## config.mk

```make
export PLATFORM = sky130hd
export DESIGN_NAME = muldiv_hilo_controller
export DESIGN_NICKNAME = d
export VERILOG_FILES = /design/src/rtl/muldiv_hilo_controller.sv
export SDC_FILE = /design/constraint.sdc
export NUM_CORES = 2
export LEC_CHECK = 0
export CAP_MARGIN = 20
export CORE_ASPECT_RATIO = 1.1
export CORE_MARGIN = 2
export CORE_UTILIZATION = 46
export DETAILED_ROUTE_END_ITERATION = 16
export PLACE_DENSITY = 0.71
export RECOVER_POWER = 100
export SYNTH_ARGS = -nofsm -noshare
export SYNTH_HDL_FRONTEND = slang
export SYNTH_SLANG_ARGS = --single-unit
```

## constraint.sdc

```tcl
create_clock -name clk_i -period 8.8 [get_ports clk_i]
set_input_delay 1.76 -clock clk_i [delete_from_list [all_inputs] [get_ports clk_i]]
set_output_delay 1.76 -clock clk_i [all_outputs]
set_load 0.02 [all_outputs]
```

## src/rtl/muldiv_hilo_controller.sv

```systemverilog
// muldiv_hilo_controller: multi-cycle multiply/divide sequencer and owner of
// the HI/LO registers for the EX stage. A multiply commits MULT_LATENCY
// cycles after it is accepted. A divide runs a restoring loop, one quotient
// bit per cycle on operand magnitudes, followed by a sign-fix cycle.
// Build option: define MULDIV_DIVZERO_EN to make a divide by zero commit
// hi=src_a, lo=all-ones after one cycle. When it is undefined, a divide by
// zero runs the full length, pulses done and leaves HI/LO untouched.
//
// state | meaning
// IDLE  | waiting for start; mthi/mtlo writes accepted
// MUL   | multiply in flight, counting down to commit
// DIV   | restoring divide, one quotient bit per cycle
// FIX   | apply quotient/remainder signs and commit
module muldiv_hilo_controller #(
  parameter int WIDTH        = 32,
  parameter int MULT_LATENCY = 4
) (
  input  logic             clk_i,
  input  logic             reset_i,
  input  logic             start_i,
  input  logic [1:0]       op_i,
  input  logic [WIDTH-1:0] src_a_i,
  input  logic [WIDTH-1:0] src_b_i,
  input  logic             flush_i,
  input  logic             hi_we_i,
  input  logic             lo_we_i,
  input  logic [WIDTH-1:0] wdata_i,
  output logic             busy_o,
  output logic             done_o,
  output logic [WIDTH-1:0] hi_o,
  output logic [WIDTH-1:0] lo_o
);

  localparam int CNT_MAX = (WIDTH > MULT_LATENCY) ? WIDTH : MULT_LATENCY;
  localparam int CNT_W   = $clog2(CNT_MAX + 1);
  localparam logic [CNT_W-1:0] MUL_LOAD = CNT_W'(MULT_LATENCY - 1);
  localparam logic [CNT_W-1:0] DIV_LOAD = CNT_W'(WIDTH - 1);

  typedef enum logic [1:0] {S_IDLE, S_MUL, S_DIV, S_FIX} state_t;

  state_t           state_q, state_d;
  logic [CNT_W-1:0] cnt_q, cnt_d;
  logic             sgn_q, sgn_d;
  logic             qneg_q, qneg_d;
  logic             rneg_q, rneg_d;
  logic             dz_q, dz_d;
  // quo_q holds the multiplicand / dividend magnitude, then the quotient
  logic [WIDTH-1:0] quo_q, quo_d;
  // dvs_q holds the multiplier / divisor magnitude
  logic [WIDTH-1:0] dvs_q, dvs_d;
  logic [WIDTH-1:0] rem_q, rem_d;
  logic [WIDTH-1:0] hi_q, hi_d;
  logic [WIDTH-1:0] lo_q, lo_d;
  logic             done_q, done_d;

  logic [2*WIDTH-1:0] mul_a, mul_b, prod;
  logic [WIDTH:0]     rem_sh, rem_diff;
  logic               op_signed, b_zero;

  function automatic logic [WIDTH-1:0] abs_f(input logic [WIDTH-1:0] v,
                                             input logic sgn);
    return (sgn && v[WIDTH-1]) ? (~v + WIDTH'(1)) : v;
  endfunction

  function automatic logic [WIDTH-1:0] neg_if(input logic [WIDTH-1:0] v,
                                              input logic neg);
    return neg ? (~v + WIDTH'(1)) : v;
  endfunction

  // Sign/zero extension to 2W bits lets one truncated product serve both
  // signed and unsigned multiplies.
  assign mul_a    = sgn_q ? {{WIDTH{quo_q[WIDTH-1]}}, quo_q} : {{WIDTH{1'b0}}, quo_q};
  assign mul_b    = sgn_q ? {{WIDTH{dvs_q[WIDTH-1]}}, dvs_q} : {{WIDTH{1'b0}}, dvs_q};
  assign prod     = mul_a * mul_b;
  assign rem_sh   = {rem_q, quo_q[WIDTH-1]};
  assign rem_diff = rem_sh - {1'b0, dvs_q};
  assign op_signed = ~op_i[0];
  assign b_zero    = (src_b_i == '0);

  // Next-state, datapath and commit decisions
  always_comb begin
    state_d = state_q;
    cnt_d   = cnt_q;
    sgn_d   = sgn_q;
    qneg_d  = qneg_q;
    rneg_d  = rneg_q;
    dz_d    = dz_q;
    quo_d   = quo_q;
    dvs_d   = dvs_q;
    rem_d   = rem_q;
    hi_d    = hi_q;
    lo_d    = lo_q;
    done_d  = 1'b0;
    case (state_q)
      S_IDLE: begin
        if (hi_we_i) hi_d = wdata_i;
        if (lo_we_i) lo_d = wdata_i;
        if (start_i && !flush_i) begin
          sgn_d  = op_signed;
          rem_d  = '0;
          if (op_i[1]) begin
            dz_d   = b_zero;
            qneg_d = op_signed && (src_a_i[WIDTH-1] ^ src_b_i[WIDTH-1]);
            rneg_d = op_signed && src_a_i[WIDTH-1];
            quo_d  = b_zero ? src_a_i : abs_f(src_a_i, op_signed);
            dvs_d  = abs_f(src_b_i, op_signed);
            cnt_d  = DIV_LOAD;
`ifdef MULDIV_DIVZERO_EN
            state_d = b_zero ? S_FIX : S_DIV;
`else
            state_d = S_DIV;
`endif
          end else begin
            dz_d    = 1'b0;
            quo_d   = src_a_i;
            dvs_d   = src_b_i;
            cnt_d   = MUL_LOAD;
            state_d = S_MUL;
          end
        end
      end
      S_MUL: begin
        if (flush_i) begin
          state_d = S_IDLE;
        end else if (cnt_q == '0) begin
          {hi_d, lo_d} = prod;
          done_d  = 1'b1;
          state_d = S_IDLE;
        end else begin
          cnt_d = cnt_q - 1'b1;
        end
      end
      S_DIV: begin
        if (flush_i) begin
          state_d = S_IDLE;
        end else begin
          if (!rem_diff[WIDTH]) begin
            rem_d = rem_diff[WIDTH-1:0];
            quo_d = {quo_q[WIDTH-2:0], 1'b1};
          end else begin
            rem_d = rem_sh[WIDTH-1:0];
            quo_d = {quo_q[WIDTH-2:0], 1'b0};
          end
          if (cnt_q == '0) state_d = S_FIX;
          else             cnt_d   = cnt_q - 1'b1;
        end
      end
      S_FIX: begin
        if (flush_i) begin
          state_d = S_IDLE;
        end else begin
          done_d  = 1'b1;
          state_d = S_IDLE;
          if (!dz_q) begin
            hi_d = neg_if(rem_q, rneg_q);
            lo_d = neg_if(quo_q, qneg_q);
          end
`ifdef MULDIV_DIVZERO_EN
          else begin
            hi_d = quo_q;
            lo_d = '1;
          end
`endif
        end
      end
      default: state_d = S_IDLE;
    endcase
  end

  // FSM state register
  always_ff @(posedge clk_i) begin
    if (reset_i) state_q <= S_IDLE;
    else         state_q <= state_d;
  end

  // Datapath, HI/LO and done registers
  always_ff @(posedge clk_i) begin
    if (reset_i) begin
      cnt_q  <= '0;
      sgn_q  <= 1'b0;
      qneg_q <= 1'b0;
      rneg_q <= 1'b0;
      dz_q   <= 1'b0;
      quo_q  <= '0;
      dvs_q  <= '0;
      rem_q  <= '0;
      hi_q   <= '0;
      lo_q   <= '0;
      done_q <= 1'b0;
    end else begin
      cnt_q  <= cnt_d;
      sgn_q  <= sgn_d;
      qneg_q <= qneg_d;
      rneg_q <= rneg_d;
      dz_q   <= dz_d;
      quo_q  <= quo_d;
      dvs_q  <= dvs_d;
      rem_q  <= rem_d;
      hi_q   <= hi_d;
      lo_q   <= lo_d;
      done_q <= done_d;
    end
  end

  assign busy_o = (state_q != S_IDLE);
  assign done_o = done_q;
  assign hi_o   = hi_q;
  assign lo_o   = lo_q;

endmodule

```

==> metrics.txt <==
Worst Path Max Fanout 12; RSZ-0062 raised after global routing true; Slew @ Worst Pin approximately 3.4 ns; min-delay worst type flop to flop; P&R area growth vs syn 17.4%; Post-Synth Adder-Cell Area 0.550; Synth Area in Simple Gates 0.148; post-layout util 0.545; Yosys warnings 0; failing checks capacitance limit, slew limit; Design Power 9870 µW; # DRC 0; CTS tree yes; CP max stage delay around 0.67 ns; cell area power density about 140 nW/µm²; drt wl/cell between 20 and 30 µm; Most Frequent Cell on Critical Path fa_1; Max clock buf depth 2; Synth Area per Inst between 8 and 9 µm²; Die ar. roughly 130000 µm²; die width approximately 350 µm; initial antenna violation count 14; Starting Density 0.464; Worst IR Drop VDD ~0.2 mV; final worst path period need just under 9 ns; LEAKAGE approximately 0.035 µW; Starting DRT DRC Count slightly above 4000; CTS sink cnt between 150 and 200; post-synthesis sequential area ratio 0.0580; Worst-path clk slew about 0.08 ns; first-pass GRT wire length 348 mm; leading cell type in the layout, fill and taps excluded inv_1; post-synth net total ~8600; post-DP HPWL about 200 mm; largest net degree at the start of global routing a little under 70; top cell type by total area after synthesis fa_1; clock latency at the later pin of the worst-skew pair between 0.5 and 0.6 ns; hold slack final around 0.49 ns; remaining antenna violation count 0; fmax ~0.11 GHz; Rel. slew slack -1.26; vias in the first global route about 54000; die span in y approximately 380 µm; TritonCTS Buffers 17; core area 129000 µm²; cells after synthesis roughly 6700; status finished with violations; CTS root buffer clkbuf_16; Slowest cell on crit path fa_1; Nets between 9000 and 10000; gr usage total 0.364; Worst Skew about 0.015 ns; fin. max-slew vios roughly 150; via count roughly 49000; Post-Synthesis Cell Area 59800 µm²; synth unique cells slightly above 70; layout cell share with drive strength beyond 1 0.138; Seq cells post-synth 173; PortBufs 169; row cnt between 100 and 150; worst setup path category flop to flop; post-synthesis mux area share 0.00670; hold_buf cts 0; H-tree depth 4; MaxCap Viol Count 3; Post-synth EDFFs 0; Vias/cell 5.54; ys async rst share 0; Post-Synth XOR/XNOR Area 0.0365; compound-gate portion of the synthesized area 0.0779; Req. time, crit path ~9.2 ns; crit path DAT just over 9 ns; CP Capture Type flop; DRT Pass-1 Iters 6; GPL Wtd Cong roughly 1.1; ranking of synthesized cells by area fa_1 48%, inv_1 10%, ha_1 7.3%; final hold vios 0; Synth Flop Type dfxtp_1; drt total wl between 200 and 250 mm; io pins 170; most frequent cells in the layout 1555 x inv_1, 1360 x fa_1, 736 x nand2_1, 513 x and2_1, 509 x buf_4; endpoints failing setup 0; total grt overflow 0; post-synth top area share 0.476; crit share post-route 0.990; fill count 11784; largest family of logic cells by synthesized area adder cells; CP startpoint kind flop
==> where the power goes <==
group | total (µW) | leakage [µW] | internal, µW | switching, µW
combinational | 7780 | 0.0332 | 2990 | 4790
clock | 880 | 0.000302 | 432 | 448
sequential | 1210 | 0.00144 | 975 | 237
total | 9870 | 0.0349 | 4400 | 5470
==> synthesized netlist by cell type, drive strengths merged, types with 4 or more instances <==
master and number:
a211o 6, buf 35, inv 1600, mux2i 40
or2 6, a21o 50, a211oi 57, o211a 4
nor3 66, dfxtp 173, o31a 5, nand2 751
o21a 17, xnor2 174, o211ai 10, nor3b 7
a311oi 25, nor4 15, or4 20, xor2 74
or3 28, o2111ai 4, o21ai 181, and2 520
a221o 14, a22oi 17, nand2b 21, nor2 273
nand3 42, fa 1420, o21bai 25, nand4 11
o41ai 18, a41oi 5, o31ai 30, a21oi 194
ha 351, a31oi 17, clkbuf 331, a31o 6
a221oi 13, nand3b 8, nor2b 14, and3 35
==> layout make-up <==
cell class	instances	area [µm²]	area share
diodes	17	42.5	0.000606
clock buffers	17	425	0.00606
clock inverters	15	201	0.00287
inverters	1600	6020	0.0858
multi-input cells	4610	50100	0.714
flip-flops and latches	173	3560	0.0508
well taps	1680	2100	0.0300
repair buffers	807	7710	0.110
==> logic make-up (layout without fill, tap and decap cells) <==
logic type	count (synthesis)	in the layout
fa+ha+maj	1774	1774
mux	40	40
buf+inv	1966	2439
other cells	0	17
simple gates	1826	1826
xor+xnor	248	248
flops	173	173
compound gates	722	722
==> critical path: cells and delay by family, from the launching register on <==
family	cells	cell delay [ns]
compound gates	9	1.37
xor+xnor	1	0.15
fa+ha+maj	11	5.44
buf+inv	8	0.85
flops	1	0.36
simple gates	1	0.43
==> registers in the layout, summed over array words and instances, names as in the netlist <==
signal	flops
state_q	2
dz_q	1
dvs_q	32
hi_o	32
sgn_q	1
rneg_q	1
cnt_q	6
done_o	1
quo_q	32
rem_q	32
qneg_q	1
lo_o	32
==> routing by layer <==
metal  up-vias  track usage  wire length, µm
met2      2240        0.607           113000
met4        10        0.319            27100
met1     25267        0.407            81000
met5         -            0               67
li1      21113            -                -
met3       792       0.0536            17000
==> worst paths after layout <==
| path | startpoint | endpoint | slack, ns | cells after the start |
|---|---|---|---|---|
| setup reg to reg | dvs_q[23] | hi_o[31] | 0.09 | 30 |
| hold / removal | lo_o[16] | lo_o[16] | 0.49 | 2 |
| setup / recovery | dvs_q[23] | hi_o[31] | 0.09 | 30 |
| hold reg to reg | lo_o[16] | lo_o[16] | 0.49 | 2 |
==> timing repair <==
item	4_1_cts	5_1_grt
buffers inserted	4	48
resized for setup	80	319
cloned	1	8
endpoints found under the setup margin	30	36
pin swaps	26	155
==> through the flow <==
stage          cell area [µm²]  cells  setup slack, ns  TNS [ns]
2_1_floorplan            59800   6749           0.0254         0
3_3_place_gp             67500   8810           -0.505     -4.57
3_5_place_dp             67500   8810           -0.609     -5.83
4_1_cts                  68500   8847         -0.00559  -0.00559
5_1_grt                  70200   8918           -0.137    -0.779
6_report                 70200   8919           0.0853         0
(Power assumes the default switching activity.)
